===== config.mk =====
export PLATFORM = sky130hd
export DESIGN_NAME = rr_hold_arbiter_flat
export DESIGN_NICKNAME = d
export VERILOG_FILES = /design/src/rtl/rr_hold_arbiter_if.sv /design/src/rtl/rr_hold_arbiter.sv /design/src/flat_wrapper.sv
export SDC_FILE = /design/constraint.sdc
export NUM_CORES = 1
export LEC_CHECK = 0
export ABC_CLOCK_PERIOD_IN_PS = 4490
export BUFFER_PORTS_ARGS = -buffer_cell sky130_fd_sc_hd__buf_4
export CAP_MARGIN = 30
export CORE_MARGIN = 10
export CORE_UTILIZATION = 35
export CTS_BUF_LIST = sky130_fd_sc_hd__clkbuf_8
export CTS_CLUSTER_DIAMETER = 200
export DETAILED_ROUTE_END_ITERATION = 7
export PLACE_DENSITY = 0.62
export SYNTH_ARGS = -nofsm -noshare
export SYNTH_HDL_FRONTEND = slang
export SYNTH_SLANG_ARGS = --single-unit

===== constraint.sdc =====
create_clock -name clock -period 4.49 [get_ports clock]
set_input_delay 0.2245 -clock clock [delete_from_list [all_inputs] [get_ports clock]]
set_output_delay 0.2245 -clock clock [all_outputs]
set_load 0.03 [all_outputs]

===== src/rtl/rr_hold_arbiter_if.sv =====
// ---------------------------------------------------------------------------
// rr_hold_arbiter_if
//   Bundles the request/grant signals between the requesters and the
//   round-robin hold arbiter.
//
//   Signals:
//     req        requesters -> arbiter   level request, one bit per requester
//     gnt        arbiter -> requesters   one-hot registered grant
//     gnt_valid  arbiter -> requesters   any grant active (|gnt)
//     gnt_id     arbiter -> requesters   index of current owner, 0 when idle
//     hold_cnt   arbiter -> requesters   cycles the owner has held gnt
//     timeout    arbiter -> requesters   1-cycle pulse after a forced revoke
//
//   Modports:
//     master  requester side (drives req)
//     slave   arbiter side (drives the grant outputs)
// ---------------------------------------------------------------------------
interface rr_hold_arbiter_if #(
  parameter int NUM_REQ = 4,
  parameter int ID_W    = 2,
  parameter int CNT_W   = 4
);
  logic [NUM_REQ-1:0] req;
  logic [NUM_REQ-1:0] gnt;
  logic               gnt_valid;
  logic [ID_W-1:0]    gnt_id;
  logic [CNT_W-1:0]   hold_cnt;
  logic               timeout;

  modport master (
    output req,
    input  gnt, gnt_valid, gnt_id, hold_cnt, timeout
  );

  modport slave (
    input  req,
    output gnt, gnt_valid, gnt_id, hold_cnt, timeout
  );
endinterface


===== src/rtl/rr_hold_arbiter.sv =====
// ---------------------------------------------------------------------------
// rr_hold_arbiter
//   Round-robin arbiter for one shared registered resource. A grant is held
//   while the owner keeps its request up, for at most MAX_HOLD cycles, and
//   every grant is followed by exactly one dead (GAP) cycle. All outputs are
//   registered; there is no combinational path from req to gnt.
//
//   Ports:
//     clock    rising-edge clock
//     reset_n  asynchronous active-low reset
//     bus      rr_hold_arbiter_if.slave (req in; gnt, gnt_valid, gnt_id,
//              hold_cnt, timeout out)
// ---------------------------------------------------------------------------
module rr_hold_arbiter #(
  parameter int NUM_REQ  = 4,
  parameter int MAX_HOLD = 8,
  parameter int CNT_W    = 4,
  parameter int ID_W     = 2
) (
  input  logic                 clock,
  input  logic                 reset_n,
  rr_hold_arbiter_if.slave     bus
);

  typedef enum logic [1:0] {
    IDLE  = 2'd0,
    GRANT = 2'd1,
    GAP   = 2'd2
  } state_t;

  state_t             state_reg,    state_next;
  logic [ID_W-1:0]    last_reg,     last_next;
  logic [NUM_REQ-1:0] gnt_reg,      gnt_next;
  logic [ID_W-1:0]    gnt_id_reg,   gnt_id_next;
  logic [CNT_W-1:0]   hold_cnt_reg, hold_cnt_next;
  logic               timeout_reg,  timeout_next;

  // Rotating-priority search: the candidate right after the last winner has
  // the highest priority and the last winner itself the lowest, so a sole
  // requester is still regranted.
  logic            found;
  logic [ID_W-1:0] winner;
  int              idx;

  always_comb begin
    found  = 1'b0;
    winner = '0;
    idx    = 0;
    for (int i = 1; i <= NUM_REQ; i++) begin
      idx = (int'(last_reg) + i) % NUM_REQ;
      if (!found && bus.req[ID_W'(idx)]) begin
        found  = 1'b1;
        winner = ID_W'(idx);
      end
    end
  end

  always_comb begin
    state_next    = state_reg;
    last_next     = last_reg;
    gnt_next      = gnt_reg;
    gnt_id_next   = gnt_id_reg;
    hold_cnt_next = hold_cnt_reg;
    timeout_next  = 1'b0;

    case (state_reg)
      IDLE, GAP: begin
        if (found) begin
          state_next    = GRANT;
          gnt_next      = NUM_REQ'(1) << winner;
          gnt_id_next   = winner;
          hold_cnt_next = CNT_W'(1);
          last_next     = winner;
        end else begin
          state_next    = IDLE;
          gnt_next      = '0;
          gnt_id_next   = '0;
          hold_cnt_next = '0;
        end
      end

      GRANT: begin
        if (!bus.req[gnt_id_reg]) begin
          // Voluntary release, including a drop on the MAX_HOLD edge.
          state_next    = GAP;
          gnt_next      = '0;
          gnt_id_next   = '0;
          hold_cnt_next = '0;
        end else if (hold_cnt_reg == CNT_W'(MAX_HOLD)) begin
          state_next    = GAP;
          gnt_next      = '0;
          gnt_id_next   = '0;
          hold_cnt_next = '0;
          timeout_next  = 1'b1;
        end else begin
          hold_cnt_next = hold_cnt_reg + CNT_W'(1);
        end
      end

      default: begin
        state_next    = IDLE;
        gnt_next      = '0;
        gnt_id_next   = '0;
        hold_cnt_next = '0;
      end
    endcase
  end

  always_ff @(posedge clock or negedge reset_n) begin
    if (!reset_n) begin
      state_reg    <= IDLE;
      last_reg     <= ID_W'(NUM_REQ - 1);
      gnt_reg      <= '0;
      gnt_id_reg   <= '0;
      hold_cnt_reg <= '0;
      timeout_reg  <= 1'b0;
    end else begin
      state_reg    <= state_next;
      last_reg     <= last_next;
      gnt_reg      <= gnt_next;
      gnt_id_reg   <= gnt_id_next;
      hold_cnt_reg <= hold_cnt_next;
      timeout_reg  <= timeout_next;
    end
  end

  assign bus.gnt       = gnt_reg;
  assign bus.gnt_valid = |gnt_reg;
  assign bus.gnt_id    = gnt_id_reg;
  assign bus.hold_cnt  = hold_cnt_reg;
  assign bus.timeout   = timeout_reg;

endmodule


===== src/flat_wrapper.sv =====
// flat-port wrapper written by rule: the top's interface ports become plain ports
module rr_hold_arbiter_flat 
#(
  parameter int NUM_REQ  = 4,
  parameter int MAX_HOLD = 8,
  parameter int CNT_W    = 4,
  parameter int ID_W     = 2
)
  (clock, reset_n, bus_req, bus_gnt, bus_gnt_valid, bus_gnt_id, bus_hold_cnt, bus_timeout);
  rr_hold_arbiter_if #(.NUM_REQ(NUM_REQ), .ID_W(ID_W), .CNT_W(CNT_W)) bus_i ();
  input  logic clock;
  input  logic reset_n;
  input wire logic [$bits(bus_i.req)-1:0] bus_req;
  output wire logic [$bits(bus_i.gnt)-1:0] bus_gnt;
  output wire logic [$bits(bus_i.gnt_valid)-1:0] bus_gnt_valid;
  output wire logic [$bits(bus_i.gnt_id)-1:0] bus_gnt_id;
  output wire logic [$bits(bus_i.hold_cnt)-1:0] bus_hold_cnt;
  output wire logic [$bits(bus_i.timeout)-1:0] bus_timeout;
  assign bus_i.req = bus_req;
  assign bus_gnt = bus_i.gnt;
  assign bus_gnt_valid = bus_i.gnt_valid;
  assign bus_gnt_id = bus_i.gnt_id;
  assign bus_hold_cnt = bus_i.hold_cnt;
  assign bus_timeout = bus_i.timeout;
  rr_hold_arbiter #(.NUM_REQ(NUM_REQ), .MAX_HOLD(MAX_HOLD), .CNT_W(CNT_W), .ID_W(ID_W)) u_core (.clock(clock), .reset_n(reset_n), .bus(bus_i));
endmodule

# Word level (Yosys, flattened, before mapping)

Index checks and enable logic that the tools add are counted.

Equal/unequal tests: 4
Add/sub/neg operators: 5
Magnitude comparators: 5
Muxes and demuxes: 41
Shift operators: 1
Reduce and logical (&&, ||, !) cells: 10

Operator list:

| kind                                               | count |
|---|---|
| 2-to-1 mux 4 bit                                   | 5 |
| 2-to-1 mux 1 bit                                   | 18 |
| 2-to-1 mux 2 bit                                   | 9 |
| < comparator 2 x 4 -> 1 bit, second input constant | 4 |
| one-hot mux 4 bit (2 select lines)                 | 2 |
| binary-select mux 1 bit (select 2 bit)             | 5 |
| one-hot mux 2 bit (2 select lines)                 | 2 |
| adder 2 x 1 -> 2 bit, second input constant        | 2 |
| adder 2 bit, second input constant                 | 2 |
| adder 4 x 1 -> 4 bit, second input constant        | 1 |
| == test 4 bit, second input constant               | 1 |
| OR reduction 4 bit                                 | 1 |
| left shift 1 x 2 -> 4 bit, first input constant    | 1 |
| logical AND 1 bit                                  | 3 |
| logical NOT 1 bit                                  | 3 |
| < comparator 2 x 3 -> 1 bit, second input constant | 1 |
| inequality test 3 bit, second input constant       | 1 |
| == test 2 x 1 -> 1 bit, second input constant      | 1 |
| == test 2 bit, second input constant               | 1 |
| logical NOT 2 bit                                  | 1 |
| AND reduction 2 bit                                | 1 |
| OR reduction 2 bit                                 | 1 |

Output and inout bits: 12
Register bits: 15
Logic and storage cells: 72

# Longest topological paths before layout

Gate-level depths: netlist (run 1).

Word-level depth: 17
Gate-level depth with buffers: 7
Gate-level depth less buffers: 6

# Least setup slack after synthesis (run 1)

Ideal clock, no wire load.

Kind: register to register
Start: register u_core.gnt_id_reg[0] (netlist: u_core.bus.gnt_id[0])
End: register u_core.gnt_id_reg[0] (netlist: u_core.bus.gnt_id[0])
Path slack: 2766 ps
Data arrival time: 1603 ps
Library setup time: 121 ps
Data required time: 4369 ps
Cell stages (with the launch flop): 5
Path through: dfrtp_1 > mux4_2 > and3_4 > buf_6 > a22o_1

Cells in the longest elaborated chain, start to end: 4
Elaborated cells on any way between the ends: 5
Classes of those cells: eq/ne (1); mux (4)

RTL lines:

| what                                     | line                   | text |
|---|---|---|
| from (decl)                              | rr_hold_arbiter.sv:34  | `logic [ID_W-1:0] gnt_id_reg, gnt_id_next;` |
| from (signal assigned)                   | rr_hold_arbiter.sv:121 | `gnt_id_reg <= gnt_id_next;` |
| binary-select mux 1 bit (select 2 bit) * | rr_hold_arbiter.sv:83  | `if (!bus.req[gnt_id_reg]) begin` |
| 2-to-1 mux 1 bit (not written as such) * | rr_hold_arbiter.sv:83  |  |
| 2-to-1 mux 2 bit                         | rr_hold_arbiter.sv:83  |  |
| one-hot mux 2 bit (2 select lines)       | rr_hold_arbiter.sv:66  | `case (state_reg)` |

Every way passes the cells marked *; elsewhere a longest branch is shown, timed or not. The select of a mux whose other input is x is not followed.
A chain may end at the register's enable or synchronous reset.

# Worst setup path in the final report (run 1)

Start: register u_core.gnt_reg[1] (netlist: u_core.bus.gnt[1])
End: output port bus_gnt_valid

Cells in the longest elaborated chain, start to end: 1

RTL lines:

| what                   | line                   | text |
|---|---|---|
| from (decl)            | rr_hold_arbiter.sv:33  | `logic [NUM_REQ-1:0] gnt_reg, gnt_next;` |
| from (signal assigned) | rr_hold_arbiter.sv:120 | `gnt_reg <= gnt_next;` |
| OR reduction 4 bit     | rr_hold_arbiter.sv:128 | `assign bus.gnt_valid = \|gnt_reg;` |
| to (decl)              | flat_wrapper.sv:15     | `output wire logic [$bits(bus_i.gnt_valid)-1:0] bus_gnt_valid;` |

Every way passes these cells.

==> summary.md, run 1 <==
| Metric | Value |
|---|---|
| WP buf/inv | 1 |
| Drt initial violations | 11 |
| Starting density of the core | 36.5% |
| Final worst path period need | 1550 ps |
| Peak Freq | 643 MHz |
| Area Growth Syn to Fin | 28.7% |
| Die Ht | 65.2 um |
| Yosys warns | 0 |
| PostCTS Resize Cnt | 0 |
| Max cap viols | 0 |
| Worst EP arrival | 1330 ps |
| CP required | 4270 ps |
| #FFs+latches synth | 15 |
| RSZ-0062 raised after global routing | no |
| Final Hold Vio Count | 0 |
| Min setup slack post-route | 2940 ps |
| Worst-path cell chain | or4_1, buf_4 |
| CP Capture Type | primary output |
| Root Buffer | clkbuf_8 |
| Slowest stage delay, CP | 520 ps |
| TNS Setup | 0 ps |
| Post-synthesis sequential area ratio | 52.8% |
| Post-cts hold buffer count | 1 |
| Power Total | 0.655 mW |
| Distinct cells, synth | 31 |
| HP Class | input pin to asynchronous set/reset pin |
| Drt wl/cell | 13.5 um |
| Number of cells on the worst reg-to-reg path | 3 |
| EDFF count, synth | 0 |
| ANT cells | 0 |
| Top_reg_cell synth | dfrtp_1 |
| Syn avg cell area | 11.0 um^2 |
| Vias per cell | 4.77 |
| Clock Skew | 3.15 ps |
| Inst Count DP | 108 |
| Syn Std Cell Area | 716 um^2 |
| Post-Route WL | 1530 um |
| Num ports | 18 |
| Layout cells sized above 1 | 30.2% |
| Post-synth ARST share | 100% |
| H-tree depth reported by CTS | 1 |
| Gpl congestion | 0.738 |
| Least-Margin Pin Slew | 420 ps |
| Reg clk slew, reported paths | 60 ps |
| Top delay family on crit path | simple AND/OR/NAND/NOR gates |
| Via count | 539 |
| Latest clock arrival within the worst-skew pair | 240 ps |
| CTS Buf Count | 3 |
| Post-CTS setup buffers | 0 |
| Fin crit share | 34.6% |
| CP max FO | 3 |
| Die area | 0.00425 mm^2 |
| TritonRoute pass-1 iters | 4 |
| Clock sink count | 15 |
| Final setup viols | 0 |
| DIE WIDTH | 65.2 um |
| Crit path launch | u_core.bus.gnt[1] |
| Pleak | 0.449 nW |
| Largest net degree at the start of global routing | 16 |
| Initial antenna violation count | 0 |
| Worst R2R End | u_core.bus.gnt_id[0] |
| Vias in the first global route | 531 |
| Port-buffer cells | 17 |
| R2r setup slk | 3000 ps |
| Worst path slowest cell | or4_1 |
| Outcome | completed |
| Syn Inst Count | 65 |
| Slew HR | 71.8% |
| Final #Nets | 95 |
| First-pass GRT wire length | 2620 um |
| Worst setup SP type | flop |
| Grt ovf | 0 |
| Final number of max-transition violations | 0 |
| Finished Layout Cells | 113 |
| Rows | 16 |
| Hpwl dp | 1200 um |
| DRC | 0 |
| Max Root-Sink Buffers | 2 |
| Reg-to-reg critical path startpoint | u_core.bus.gnt_id[0] |
| Core area | 0.00196 mm^2 |
| Peak VDD IR | 338 uV |
| CTS tree | yes |
| Pre-CTS setup slack | 3000 ps |
| Crit Path Class | flop to primary output |
| Total Routing Usage GR | 7.74% |
| Syn Nets | 73 |
| Power Density | 711 mW/mm^2 |
| ANT nets after route | 0 |
[cell usage in the layout, fill, tap and decap left out, drive strengths merged, types with 2 or more instances in the layout]
cell,count
nand2,9
a21o,2
and3,2
clkbuf,3
o21ai,3
buf,17
nand3b,2
nand2b,2
nor2,6
a22o,2
dfrtp,13
ha,2
inv,3
nand3,2
dfstp,2
[where the power goes]
group          total, mW  internal (mW)  switching [mW]  leakage (nW)
Combinational      0.316          0.131           0.185         0.230
Sequential         0.237          0.192          0.0449         0.192
Clock              0.102         0.0602          0.0416        0.0269
Total              0.655          0.383           0.272         0.449
[cell families (layout without fill, tap and decap cells)]
| kind of cell | Yosys count | count (layout) | share of synthesized area (%) |
|---|---|---|---|
| compound gates | 13 | 13 | 12.9 |
| xor+xnor | 2 | 2 | 2.45 |
| fa+ha+maj | 2 | 2 | 3.50 |
| buf+inv | 3 | 24 | 2.62 |
| flops | 15 | 15 | 52.8 |
| mux | 3 | 3 | 6.12 |
| simple gates | 27 | 27 | 19.6 |
[synth_stat cells, drive strengths merged (2+ instances only)]
library cell	number	area share, %
nor2	6	3.1
a22o	2	2.4
dfrtp	13	45
o21ai	3	2.1
nand3	2	1.4
dfstp	2	7.3
inv	2	1.0
nand3b	2	2.1
nand2b	2	1.7
nand2	9	4.7
ha	2	3.5
a21o	2	2.1
and3	2	2.6
[final cells by class]
type                            count  area [um^2]
Clock buffer                        3         41.3
Fill cell                         198         1040
Tap cell                           27         33.8
Inverter                            2         7.51
Sequential cell                    15          378
Multi-Input combinational cell     47          319
Clock inverter                      1         3.75
Timing Repair Buffer               18          138
[metrics by stage]
step                      utilization [%]  area, um^2  hold WS (ps)
final                                46.9         921           374
after global routing                 46.9         921           406
after CTS                            46.9         921           374
after detailed placement             44.1         866          89.0
after global placement               44.1         866          89.4
after floorplan                         -         716         -71.1
[per-layer routing]
metal	routed length (um)	share of wire [%]	global-route usage [%]
met5	0	0	0
met4	16	1.0	4.01
met3	78	5.1	2.03
met2	736	48	12.2
met1	697	46	9.44
[worst max-delay path by stage]
stage	endpoint	slack, ps	cells after the start
after global placement	u_core.bus.gnt_id[0]	3020	3
after floorplan	u_core.bus.gnt_id[0]	2770	4
after CTS	bus_gnt_valid	2930	2
after detailed placement	u_core.bus.gnt[1]	3000	3
final	bus_gnt_valid	2940	2
after global routing	u_core.bus.gnt[2]	2850	4
No activity file was read; power rests on OpenSTA's default activity.
==> run 2: changes to the inputs <==
- ABC_CLOCK_PERIOD_IN_PS: 4490 -> 1400
- PLACE_DENSITY: 0.62 -> 0.65
- clock period: 4.49 -> 1.4 ns (I/O delays scaled with it)
==> summary.md, run 2 (same netlist as run 1, synthesis figures left out) <==
| Metric | Value |
|---|---|
| Reg clk slew, reported paths | 60 ps (about the same) |
| Total Routing Usage GR | 8.43% (+0.69 points) |
| Final number of max-transition violations | 0 (unchanged) |
| CP Capture Type | flop |
| Worst EP arrival | 1580 ps (+250 ps) |
| Vias per cell | 4.90 (+2.7%) |
| Hold Slack | 228 ps (-146 ps) |
| CP required | 1530 ps (-2740 ps) |
| Die area | 0.00425 mm^2 (unchanged) |
| Power Density | 2330 mW/mm^2 (+230%) |
| Grt ovf | 0 (unchanged) |
| Share of power burned in registers | 33.3% (-2.9 points) |
| CP max FO | 6 (+3) |
| Highest Signal Layer | met3 |
| Hpwl dp | 1260 um (+5.1%) |
| Design area | 972 um^2 (+5.6%) |
| WL met3 | 171 um (+120%) |
| Drt wl/cell | 14.5 um (+7.3%) |
| Met2 wire len | 706 um (-4.1%) |
| Min setup slack post-route | -49.9 ps (-2990 ps) |
| Slowest stage delay, CP | 540 ps (+20 ps) |
| Worst setup endpoint | u_core.bus.gnt[3] |
| Peak VDD IR | 1130 uV (+230%) |
| First-pass GRT wire length | 2820 um (+7.6%) |
| Max Root-Sink Buffers | 2 (unchanged) |
| M1 wire length | 819 um (+18%) |
| Sw Ratio | 41.4% (-0.062 points) |
| Inst Count DP | 112 (+3.7%) |
| Core area | 0.00196 mm^2 (unchanged) |
| Final #Nets | 99 (+4.2%) |
| Final worst path period need | 1450 ps |
| Latest clock arrival within the worst-skew pair | 240 ps (about the same) |
| Largest net degree at the start of global routing | 16 (unchanged) |
| Peak Freq | 690 MHz |
| CTS Buf Count | 3 (unchanged) |
| Comb pwr share | 52.0% (+3.7 points) |
| Net Switching | 0.939 mW (+250%) |
| Max cap viols | 0 (unchanged) |
| TNS Setup | -145 ps (-145 ps) |
| Dpl cell area | 897 um^2 (+3.6%) |
| TritonRoute pass-1 iters | 4 (unchanged) |
| Fin crit share | 104% |
| Crit path launch | u_core.bus.gnt_id[0] |
| Gpl congestion | 0.831 (+13%) |
| Layout cells sized above 1 | 36.7% (+6.4 points) |
| Area Growth Syn to Fin | 35.8% |
| Power Total | 2.26 mW (+250%) |
| Clock network power share | 14.7% (-0.8 points) |
| Via count | 573 (+6.3%) |
| Final setup viols | 5 (+5) |
| Core Util, Final | 49.6% (+2.6 points) |
| Crit Path Class | flop to flop |
| Starting density of the core | 36.5% (unchanged) |
| ANT cells | 0 (unchanged) |
| Initial antenna violation count | 0 (unchanged) |
| Clock Skew | 3.33 ps (+0.183 ps) |
| Worst-path cell chain | mux4_2, and3_4, a32o_1 |
| R2r setup slk | -50 ps (-3050 ps) |
| Outcome | finished with violations |
| Post-CTS setup buffers | 0 (unchanged) |
| Worst setup SP type | flop |
| Worst R2R End | u_core.bus.gnt[3] |
| Most frequent cells in the layout | buf_4, dfrtp_1, nand2_1 |
| Most common cell after layout, fill and taps aside | buf_4 |
| HP Class | input pin to asynchronous set/reset pin |
| Pre-CTS setup slack | -70.4 ps (-3070 ps) |
| Num ports | 18 (unchanged) |
| Die Ht | 65.2 um (unchanged) |
| DRC | 0 (unchanged) |
| H-tree depth reported by CTS | 1 (unchanged) |
| Post-Route WL | 1700 um (+11%) |
| Number of cells on the worst reg-to-reg path | 3 (unchanged) |
| Rows | 16 (unchanged) |
| CTS tree | yes |
| Slew HR | 69.8% (-2.0 points) |
| Finished Layout Cells | 117 (+3.5%) |
| Vias in the first global route | 561 (+5.6%) |
| Reg-to-reg critical path startpoint | u_core.bus.gnt_id[0] |
| Final Hold Vio Count | 0 (unchanged) |
| ANT nets after route | 0 (unchanged) |
| Worst path slowest cell | mux4_2 |
| DIE WIDTH | 65.2 um (unchanged) |
| Least-Margin Pin Slew | 452 ps (+32.5 ps) |
| Root Buffer | clkbuf_8 |
| Drt initial violations | 13 (+2) |
| Clock sink count | 15 (unchanged) |
| Pleak | 0.472 nW (+5.1%) |
| Port-buffer cells | 17 (unchanged) |
| Int Pwr | 1.33 mW (+250%) |
| Failing checks | negative setup slack |
| RSZ-0062 raised after global routing | yes |
## run 2: cell types whose count changed in the layout (fill, tap and decap cells not counted), sizes merged
| cell | delta |
|---|---|
| buf | +4 |
## run 2: power groups by stage
stage	clock network (mW)	registers [mW]	logic, mW
floorplan	0	0.939	0.524
global placement	0	0.749	1.10
detailed placement	0	0.760	1.11
CTS	0.349	0.755	1.14
global route	0.380	0.778	1.28
finish	0.333	0.753	1.18
## run 2: layout make-up
cell class	instances	area (um^2)
flip-flops and latches	15	379
inverters	2	7.51
well taps	27	33.8
fillers	196	990
repair buffers	22	171
multi-input cells	47	335
clock buffers	3	41.3
clock inverters	1	3.75
## run 2: how the worst min path moves through the flow
stage,start,to,slack [ps],cells after the start
finish,reset_n,u_core.bus.hold_cnt[2],230,2
global route,reset_n,u_core.bus.gnt[0],240,2
CTS,reset_n,u_core.bus.hold_cnt[2],210,2
detailed placement,reset_n,u_core.bus.gnt[0],-60,1
global placement,reset_n,u_core.bus.gnt[3],-60,1
floorplan,reset_n,u_core.bus.gnt[0],-230,0
## run 2: critical path, delay by kind of cell, from the launching register on
family	cells	cell delay (ps)
mux	1	540
simple gates	1	220
compound gates	1	210
flops	1	370
## run 2: per-layer routing
layer	up-vias	global-route usage (%)
met2	20	11.8
met4	0	3.21
met5	-	0
li1	281	-
met1	272	10.3
met3	0	4.92
## run 2: repair_timing
item                       CTS  global route
setup endpoints to repair   11            13
pin swaps                    1             3
hold endpoints to repair    15             0
gates resized for setup      2             2
hold buffers                 1             0
==> run 3: changes to the inputs <==
- BUFFER_PORTS_ARGS: -buffer_cell sky130_fd_sc_hd__buf_4 -> -buffer_cell sky130_fd_sc_hd__buf_2
- CELL_PAD_IN_SITES_DETAIL_PLACEMENT: not set -> 0
- CELL_PAD_IN_SITES_GLOBAL_PLACEMENT: not set -> 1
- CORE_MARGIN: 10 -> 5
- PLACE_DENSITY: 0.65 -> 0.78
==> summary.md, run 3 (same netlist as run 1, synthesis figures left out) <==
| Metric | Value |
|---|---|
| Outcome | finished with violations |
| Failing checks | negative setup slack |
| Final setup viols | 4 (-1) |
| Die area | 0.00305 mm^2 (-28%) |
| Initial antenna violation count | 0 (unchanged) |
| Rows | 16 (unchanged) |
| DRC | 0 (unchanged) |
| Root Buffer | clkbuf_8 |
| Least-Margin Pin Slew | 402 ps (-50.3 ps) |
| Port-buffer cells | 17 (unchanged) |
| Design area | 956 um^2 (-1.7%) |
| Final Hold Vio Count | 0 (unchanged) |
| Area Growth Syn to Fin | 33.6% |
| Max cap viols | 0 (unchanged) |
| Post-Route WL | 1470 um (-13%) |
| Worst setup SP type | flop |
| Worst EP arrival | 1570 ps (about the same) |
| Finished Layout Cells | 118 (+0.85%) |
| RSZ-0062 raised after global routing | yes |
| Clock sink count | 15 (unchanged) |
| Net Switching | 0.941 mW (+0.21%) |
| Grt ovf | 0 (unchanged) |
| ANT nets after route | 0 (unchanged) |
| Slowest stage delay, CP | 540 ps (about the same) |
| Worst-path cell chain | mux4_2, and3_4, a22o_1 |
| Routing usage on met3 | 3.96% (-0.95 points) |
| H-tree depth reported by CTS | 1 (unchanged) |
| Storage cell area | 379 um^2 (unchanged) |
| Crit Path Class | flop to flop |
| Die Ht | 55.2 um (-15%) |
| Grt met1 use | 12.2% (+1.9 points) |
| Pleak | 0.474 nW (+0.50%) |
| Number of cells on the worst reg-to-reg path | 3 (unchanged) |
| Starting density of the core | 36.5% (unchanged) |
| Hpwl dp | 1120 um (-11%) |
| First-pass GRT wire length | 2660 um (-5.6%) |
| Fill count | 199 (+1.5%) |
| Comb pwr share | 51.3% (-0.7 points) |
| Share of power burned in registers | 33.1% (-0.2 points) |
| Multi-input logic area | 347 um^2 (+3.4%) |
| Gpl congestion | 0.712 (-14%) |
| Final number of max-transition violations | 0 (unchanged) |
| Sw Ratio | 41.8% (+0.31 points) |
| CP Capture Type | flop |
| Hold Path Depth | 3 |
| Max Root-Sink Buffers | 2 (unchanged) |
| Peak VDD IR | 993 uV (-12%) |
| Vias in the first global route | 597 (+6.4%) |
| CP max FO | 6 (unchanged) |
| M2 GR Usage | 17.9% (+6.1 points) |
| Peak Freq | 696 MHz (+0.86%) |
| Core area | 0.00196 mm^2 (unchanged) |
| Fin crit share | 103% (-0.89 points) |
| Top Usage Layer GRT | met2 |
| Clock Skew | 4.79 ps (+1.45 ps) |
| Total Routing Usage GR | 11.1% (+2.7 points) |
| Dpl cell area | 855 um^2 (-4.7%) |
| Most common cell after layout, fill and taps aside | buf_2 |
| CTS Buf Count | 3 (unchanged) |
| Clock network power share | 15.5% (+0.8 points) |
| Power Density | 2360 mW/mm^2 (+1.2%) |
| Num ports | 18 (unchanged) |
| Inst Count DP | 112 (unchanged) |
| Most frequent cells in the layout | buf_2, dfrtp_1, nand2_1 |
| Min setup slack post-route | -37.5 ps (+12.4 ps) |
| Vias per cell | 4.81 (-1.7%) |
| Via count | 568 (-0.87%) |
| CTS tree | yes |
| ANT cells | 0 (unchanged) |
| DIE WIDTH | 55.2 um (-15%) |
| Largest net degree at the start of global routing | 16 (unchanged) |
| TNS Setup | -121 ps (+24.1 ps) |
| Worst path slowest cell | mux4_2 |
| Final worst path period need | 1440 ps (-12.4 ps) |
| TritonRoute pass-1 iters | 3 (-1) |
| HP Class | input pin to flop |
| Slew HR | 73.2% (+3.4 points) |
| Int Pwr | 1.31 mW (-1.1%) |
| Reg clk slew, reported paths | 60 ps (about the same) |
| Layout cells sized above 1 | 41.8% (+5.1 points) |
| Drt wl/cell | 12.5 um (-14%) |
| CP required | 1530 ps (about the same) |
| Latest clock arrival within the worst-skew pair | 250 ps (about the same) |
| Final #Nets | 100 (+1.0%) |
| Drt initial violations | 9 (-4) |
run 3: worst paths after layout:
| kind | slack (ps) | endpoint | startpoint |
|---|---|---|---|
| setup / recovery | -40 | u_core.bus.gnt_id[0] | u_core.bus.gnt_id[0] |
| hold / removal | 240 | u_core.bus.gnt[2] | bus_req[0] |
| setup reg to reg | -40 | u_core.bus.gnt_id[0] | u_core.bus.gnt_id[0] |
| hold reg to reg | 510 | u_core.bus.gnt_id[1] | u_core.bus.gnt_id[1] |
| max in group asynchronous | 850 | u_core.last_reg[1] | reset_n |
| min in group asynchronous | 250 | u_core.bus.gnt[1] | reset_n |
run 3: cell type report:
cell class,count,area share [%]
timing repair buffer,23,14.9
tap,27,3.53
inverter,2,0.785
multi-input combinational,47,36.3
clock inverter,1,0.524
clock buffer,3,4.32
sequential,15,39.7
run 3: worst max-delay path, delay by kind of cell (launching register included):
kind	cells	cell delay [ps]
flops	1	370
simple gates	1	220
mux	1	540
compound gates	1	200
run 3: power groups by stage:
stage | registers (mW) | logic [mW] | clock network, mW
3_5_place_dp | 0.754 | 1.02 | 0
5_1_grt | 0.770 | 1.27 | 0.386
2_1_floorplan | 0.939 | 0.524 | 0
4_1_cts | 0.744 | 1.11 | 0.362
6_report | 0.746 | 1.16 | 0.350
3_3_place_gp | 0.743 | 1.01 | 0
run 3: routing by layer:
| layer | share of wire [%] | vias to the layer above |
|---|---|---|
| met1 | 43 | 269 |
| li1 | - | 281 |
| met3 | 5.7 | 5 |
| met4 | 3.1 | 0 |
| met2 | 48 | 13 |
| met5 | 0 | - |
run 3: stage by stage:
step / setup WS, ps / power [mW] / hold slack (ps) / utilization, %
3_3_place_gp: -38.1 / 1.75 / -13.1 / 43.6
4_1_cts: -36.1 / 2.22 / 257 / 47.6
2_1_floorplan: -210 / 1.46 / -226 / -
3_5_place_dp: -102 / 1.78 / -5.51 / 43.6
6_report: -37.5 / 2.25 / 241 / 48.7
5_1_grt: -98.9 / 2.42 / 281 / 48.7
run 3: timing repair:
| item | CTS | global route |
|---|---|---|
| gates resized for setup | 4 | 6 |
| endpoints found under the setup margin | 12 | 11 |
| buffers inserted | 1 | 0 |
| hold buffers | 1 | 0 |
| hold endpoints to repair | 13 | 0 |
| pin swaps | 3 | 0 |
